<file path="src/rtl/recirc_param.sv">
// recirc_param: multi-lane main/recirculation router with debounced route select and saturating recirc counter
module recirc_param #(
  parameter int WIDTH  = 32,
  parameter int LANES  = 2,
  parameter int SETTLE = 2,
  parameter int CNT_W  = 8
) (
  input  logic                   clk_2f,
  input  logic                   reset_L,
  input  logic                   active,
  input  logic [LANES-1:0]       valid_in,
  input  logic [LANES*WIDTH-1:0] data_in,
  input  logic                   clr_cnt,
  output logic [LANES-1:0]       valid_main,
  output logic [LANES*WIDTH-1:0] data_main,
  output logic [LANES-1:0]       valid_recirc,
  output logic [LANES*WIDTH-1:0] data_recirc,
  output logic                   route,
  output logic                   switching,
  output logic [CNT_W-1:0]       recirc_cnt
);
  // state[1] is the route itself, so route comes straight off a flop
  typedef enum logic [1:0] {
    RECIRC      = 2'b00,
    PEND_MAIN   = 2'b01,
    MAIN        = 2'b10,
    PEND_RECIRC = 2'b11
  } state_t;
  localparam int PW = $clog2(LANES + 1);
  localparam int SW = CNT_W + PW + 1;
  localparam logic [3:0] LAST = 4'(SETTLE - 1);
  localparam logic [SW-1:0] MAXC = {{(SW-CNT_W){1'b0}}, {CNT_W{1'b1}}};
  state_t        state;
  logic [3:0]    stab;
  logic [PW-1:0] pop;
  logic [SW-1:0] sum;
  logic          differ;
  logic          flip;
  always_comb begin
    pop = '0;
    for (int i = 0; i < LANES; i++) pop = pop + PW'(valid_in[i]);
  end
  assign route  = state[1];
  assign differ = active != route;
  assign flip   = differ && (stab == LAST);
  assign sum    = SW'(recirc_cnt) + SW'(pop);
  always_ff @(posedge clk_2f or negedge reset_L)
    if (!reset_L) begin
      state        <= RECIRC;
      stab         <= '0;
      switching    <= 1'b0;
      valid_main   <= '0;
      data_main    <= '0;
      valid_recirc <= '0;
      data_recirc  <= '0;
      recirc_cnt   <= '0;
    end else begin
      state        <= !differ ? (route ? MAIN : RECIRC) :
                      flip    ? (active ? MAIN : RECIRC) :
                                (active ? PEND_MAIN : PEND_RECIRC);
      stab         <= (differ && !flip) ? stab + 4'd1 : 4'd0;
      switching    <= differ && !flip;
      valid_main   <= route ? valid_in : '0;
      data_main    <= route ? data_in : '0;
      valid_recirc <= route ? '0 : valid_in;
      data_recirc  <= route ? '0 : data_in;
      recirc_cnt   <= clr_cnt ? '0 :
                      route   ? recirc_cnt :
                      (sum > MAXC) ? {CNT_W{1'b1}} : sum[CNT_W-1:0];
    end
endmodule

</file>
<file path="config.mk">
export PLATFORM = sky130hd
export DESIGN_NAME = recirc_param
export DESIGN_NICKNAME = d
export VERILOG_FILES = /design/src/rtl/recirc_param.sv
export SDC_FILE = /design/constraint.sdc
export NUM_CORES = 1
export LEC_CHECK = 0
export ABC_AREA = 1
export ABC_CLOCK_PERIOD_IN_PS = 2200
export BUFFER_PORTS_ARGS = -buffer_cell sky130_fd_sc_hd__buf_4
export CAP_MARGIN = 20
export CELL_PAD_IN_SITES_DETAIL_PLACEMENT = 2
export CELL_PAD_IN_SITES_GLOBAL_PLACEMENT = 2
export CORE_ASPECT_RATIO = 2
export CORE_MARGIN = 2
export CORE_UTILIZATION = 28
export CTS_BUF_LIST = sky130_fd_sc_hd__clkbuf_16
export CTS_CLUSTER_SIZE = 28
export DETAILED_ROUTE_END_ITERATION = 10
export PLACE_DENSITY_LB_ADDON = 0.2
export SYNTH_ARGS = -nofsm -noshare
export SYNTH_HDL_FRONTEND = slang
export SYNTH_SLANG_ARGS = --single-unit
</file>
<file path="constraint.sdc">
create_clock -name clk_2f -period 2.2 [get_ports clk_2f]
set_clock_uncertainty 0.05 [all_clocks]
set_input_delay 0 -clock clk_2f [delete_from_list [all_inputs] [get_ports clk_2f]]
set_output_delay 0 -clock clk_2f [all_outputs]
set_load 0.005 [all_outputs]
</file>
==> results.toml <==
[status]
status = "finished clean"

[global_routing]
grt.overflow.total = 0
grt_pass1_wl_um = 27800
grtUsageTotal = 0.189
grt_max_degree = 58
grt_pass1_vias = 5104
antenna_found_initial = 0

[timing]
fin_crit_sh = 0.815
worstMarginPinSlew_ns = 0.512
layout_setup_ws_ns = 0.407
fin_crit_ns = 1.79
drv_slew = 0
slew_headroom = 0.658
hold_ws_ns = 0.0428
finalHoldViolCount = 0
finalSetupViolCount = 0
rsz0062_at_grt = "false"
fmax_mhz = 558
fin_tns_setup_ns = 0

[power]
p_int_mw = 6.62
power.switching_mw = 2.74
vdd_drop_max_uv = 465
swShare = 0.293
power_frac_clock = 0.330
totalPowerFinal_mw = 9.36
pwr-share-comb = 0.271
power_frac_seq = 0.399
power_density_nw_per_um2 = 1130
leakagePower_nw = 4.92

[route]
drc_errors = 0
post_drt_wl_per_cell_um = 17.2
vias_per_cell = 4.19
finalWirelength_um = 17600
vias = 4298
drtIter0Drc = 67
first_pass_iters = 4
ant_nets = 0

[yosys]
synthSimpleGateAreaFrac = 0.144
synth.most_common_cell = "dfrtp_1"
syn_area_per_cell_um2 = 10.2
synth_area_um2 = 5150
synth_largest_type_area_fraction = 0.709
yosysSeqAreaShare = 0.709
synth_top_area_cell = "dfrtp_1"
synth_top_family_by_area = "simple AND/OR/NAND/NOR gates"
ys_ff_latch = 146
ys_top_cells_by_count = "146 x dfrtp_1, 133 x inv_1, 98 x nand2_1"
ys_warn_count = 0
synth-compound-area-share = 0.00802
synth_cell_types = 22
synth-xor-area-share = 0.00510
yosys-top-cells-area = "dfrtp_1 71%, inv_1 9.7%, nand2_1 7.1%"
synthMuxAreaShare = 0
synthCells = 507
async_reset_ff_frac = 1.00
ys.flop_type = "dfrtp_1"
synth-adder-area-share = 0.0112
synth_edf_count = 0
synth_nets = 581

[min_path]
hp-class = "input pin to async pin"

[die]
core_area_um2 = 18100
die_height_um = 196
start_util = 0.284
dieArea_um2 = 19600
io_pins = 212
die_w_um = 99.9
rows = 70

[cts]
clock_path_buffers = 2
clock_latency_ns = 0.42
cts_setup_buffers = 0
cts_inserted_buffers = 17
cts-root-buf = "clkbuf_16"
htree_num_levels = 4
cts_sinks = 146
tritoncts = "yes"
clk_pin_slew_worst_paths_ns = 0.06

[worst_setup_path]
worst_path_max_delay_cell = "fa_1"
critical-path-max-stage-delay_ns = 0.44
crit_path_frequent_cell = "nand2_1"
arrival_ns = 2.04
crit_required_ns = 2.45
endpoint_kind = "flop"
rrSetupSlack_ns = 0.41
cp-start-kind = "flop"
crit_type = "flop to flop"
cp_cell_sequence = "fa_1 -> ha_1 -> nand2_1 -> inv_2 -> nand3_4 -> o21ai_0 -> nand2_1 -> nand2_1"
critPathMaxFanout = 6

[placed_design]
dp_cells = 924
post_dp_cell_area_um2 = 6990
gp_congestion = 0.762
io_buffers = 211
dp_hpwl_um = 12200
dp_slack_ns = 0.411

[layout]
fillers = 1905
nNetsFinal = 870
layoutNonFillerInstCount = 1025
antenna_cells = 0
drive_gt1_frac = 0.324
areaGrowthSynthToFinish_pct = 61.3
post-route-util = 0.458
stdcell_area_um2 = 8310

[job]
drv_cap = 0
-- worst max-delay path, delay by kind of cell (launching register included) --
family	cells	cell delay, ns
AO/OA/AOI/OAI	1	0.10
AND/OR/NAND/NOR	4	0.36
buffers and inverters	1	0.09
flip-flops	1	0.41
adder cells (fa/ha/maj)	2	0.68
-- final cells by class --
class | instances | area [um^2] | area share
sequential | 146 | 3660 | 0.440
clock buffer | 17 | 425 | 0.0512
clock inverter | 15 | 199 | 0.0239
inverter | 146 | 548 | 0.0660
multi-input combinational | 200 | 868 | 0.105
timing repair buffer | 285 | 2340 | 0.282
tap | 216 | 270 | 0.0325
-- repair_timing --
item,CTS,global route
resized for setup,0,0
endpoints found under the hold margin,292,0
hold buffers,69,0
-- placed cells by master, fill, tap and decap left out, types with 3 or more instances in the layout --
cell type,netlist,layout
nand2_1,98,98
inv_2,13,13
inv_1,133,137
nand3_1,7,7
buf_4,2,213
dlygate4sd3_1,0,69
nor2_1,75,75
bufinv_16,0,5
clkbuf_16,0,17
o21ai_1,3,3
dfrtp_1,146,145
ha_1,3,3
-- cell families after synthesis --
logic type,after synthesis
DFF,146
and+or+nand+nor,186
AOI/OAI and AO/OA,7
buffers and inverters,161
adders and majority gates,4
xor gates and xnor gates,3
-- sequential cells by signal (all words and copies together), names as in the netlist --
name / cells
valid_main: 2
switching: 1
data_recirc: 64
data_main: 64
state: 1
stab: 4
recirc_cnt: 8
valid_recirc: 2
-- power by group through the flow --
stage | Clock (mW) | Combinational, mW | Sequential, mW
after floorplan | 0 | 0.862 | 3.71
after global placement | 0 | 2.32 | 3.75
after detailed placement | 0 | 2.45 | 3.79
after CTS | 3.16 | 2.57 | 3.75
after global routing | 3.26 | 2.81 | 3.81
final | 3.09 | 2.53 | 3.73
-- path summary, 6_finish.rpt --
kind                                           start                   endpoint  cells past startpoint
setup / recovery           recirc_cnt[0]$_DFFE_PN0P_  recirc_cnt[3]$_DFFE_PN0P_                      8
hold / removal                               reset_L        switching$_DFF_PN0_                      2
setup reg to reg           recirc_cnt[0]$_DFFE_PN0P_  recirc_cnt[3]$_DFFE_PN0P_                      8
hold reg to reg                    stab[0]$_DFF_PN0_          stab[0]$_DFF_PN0_                      1
max in group asynchronous                    reset_L  data_recirc[37]$_DFF_PN0_                      3
min in group clk_2f                      data_in[18]    data_main[18]$_DFF_PN0_                      4
-- routing by layer --
layer	track usage	routed length, um	vias to the layer above	part of all wire
met4	0.0893	655	0	0.037
met3	0.0342	727	27	0.041
met2	0.376	10800	129	0.61
li1	-	-	1974	-
met1	0.178	5460	2168	0.31
met5	0	0	-	0
(Power assumes the default switching activity.)
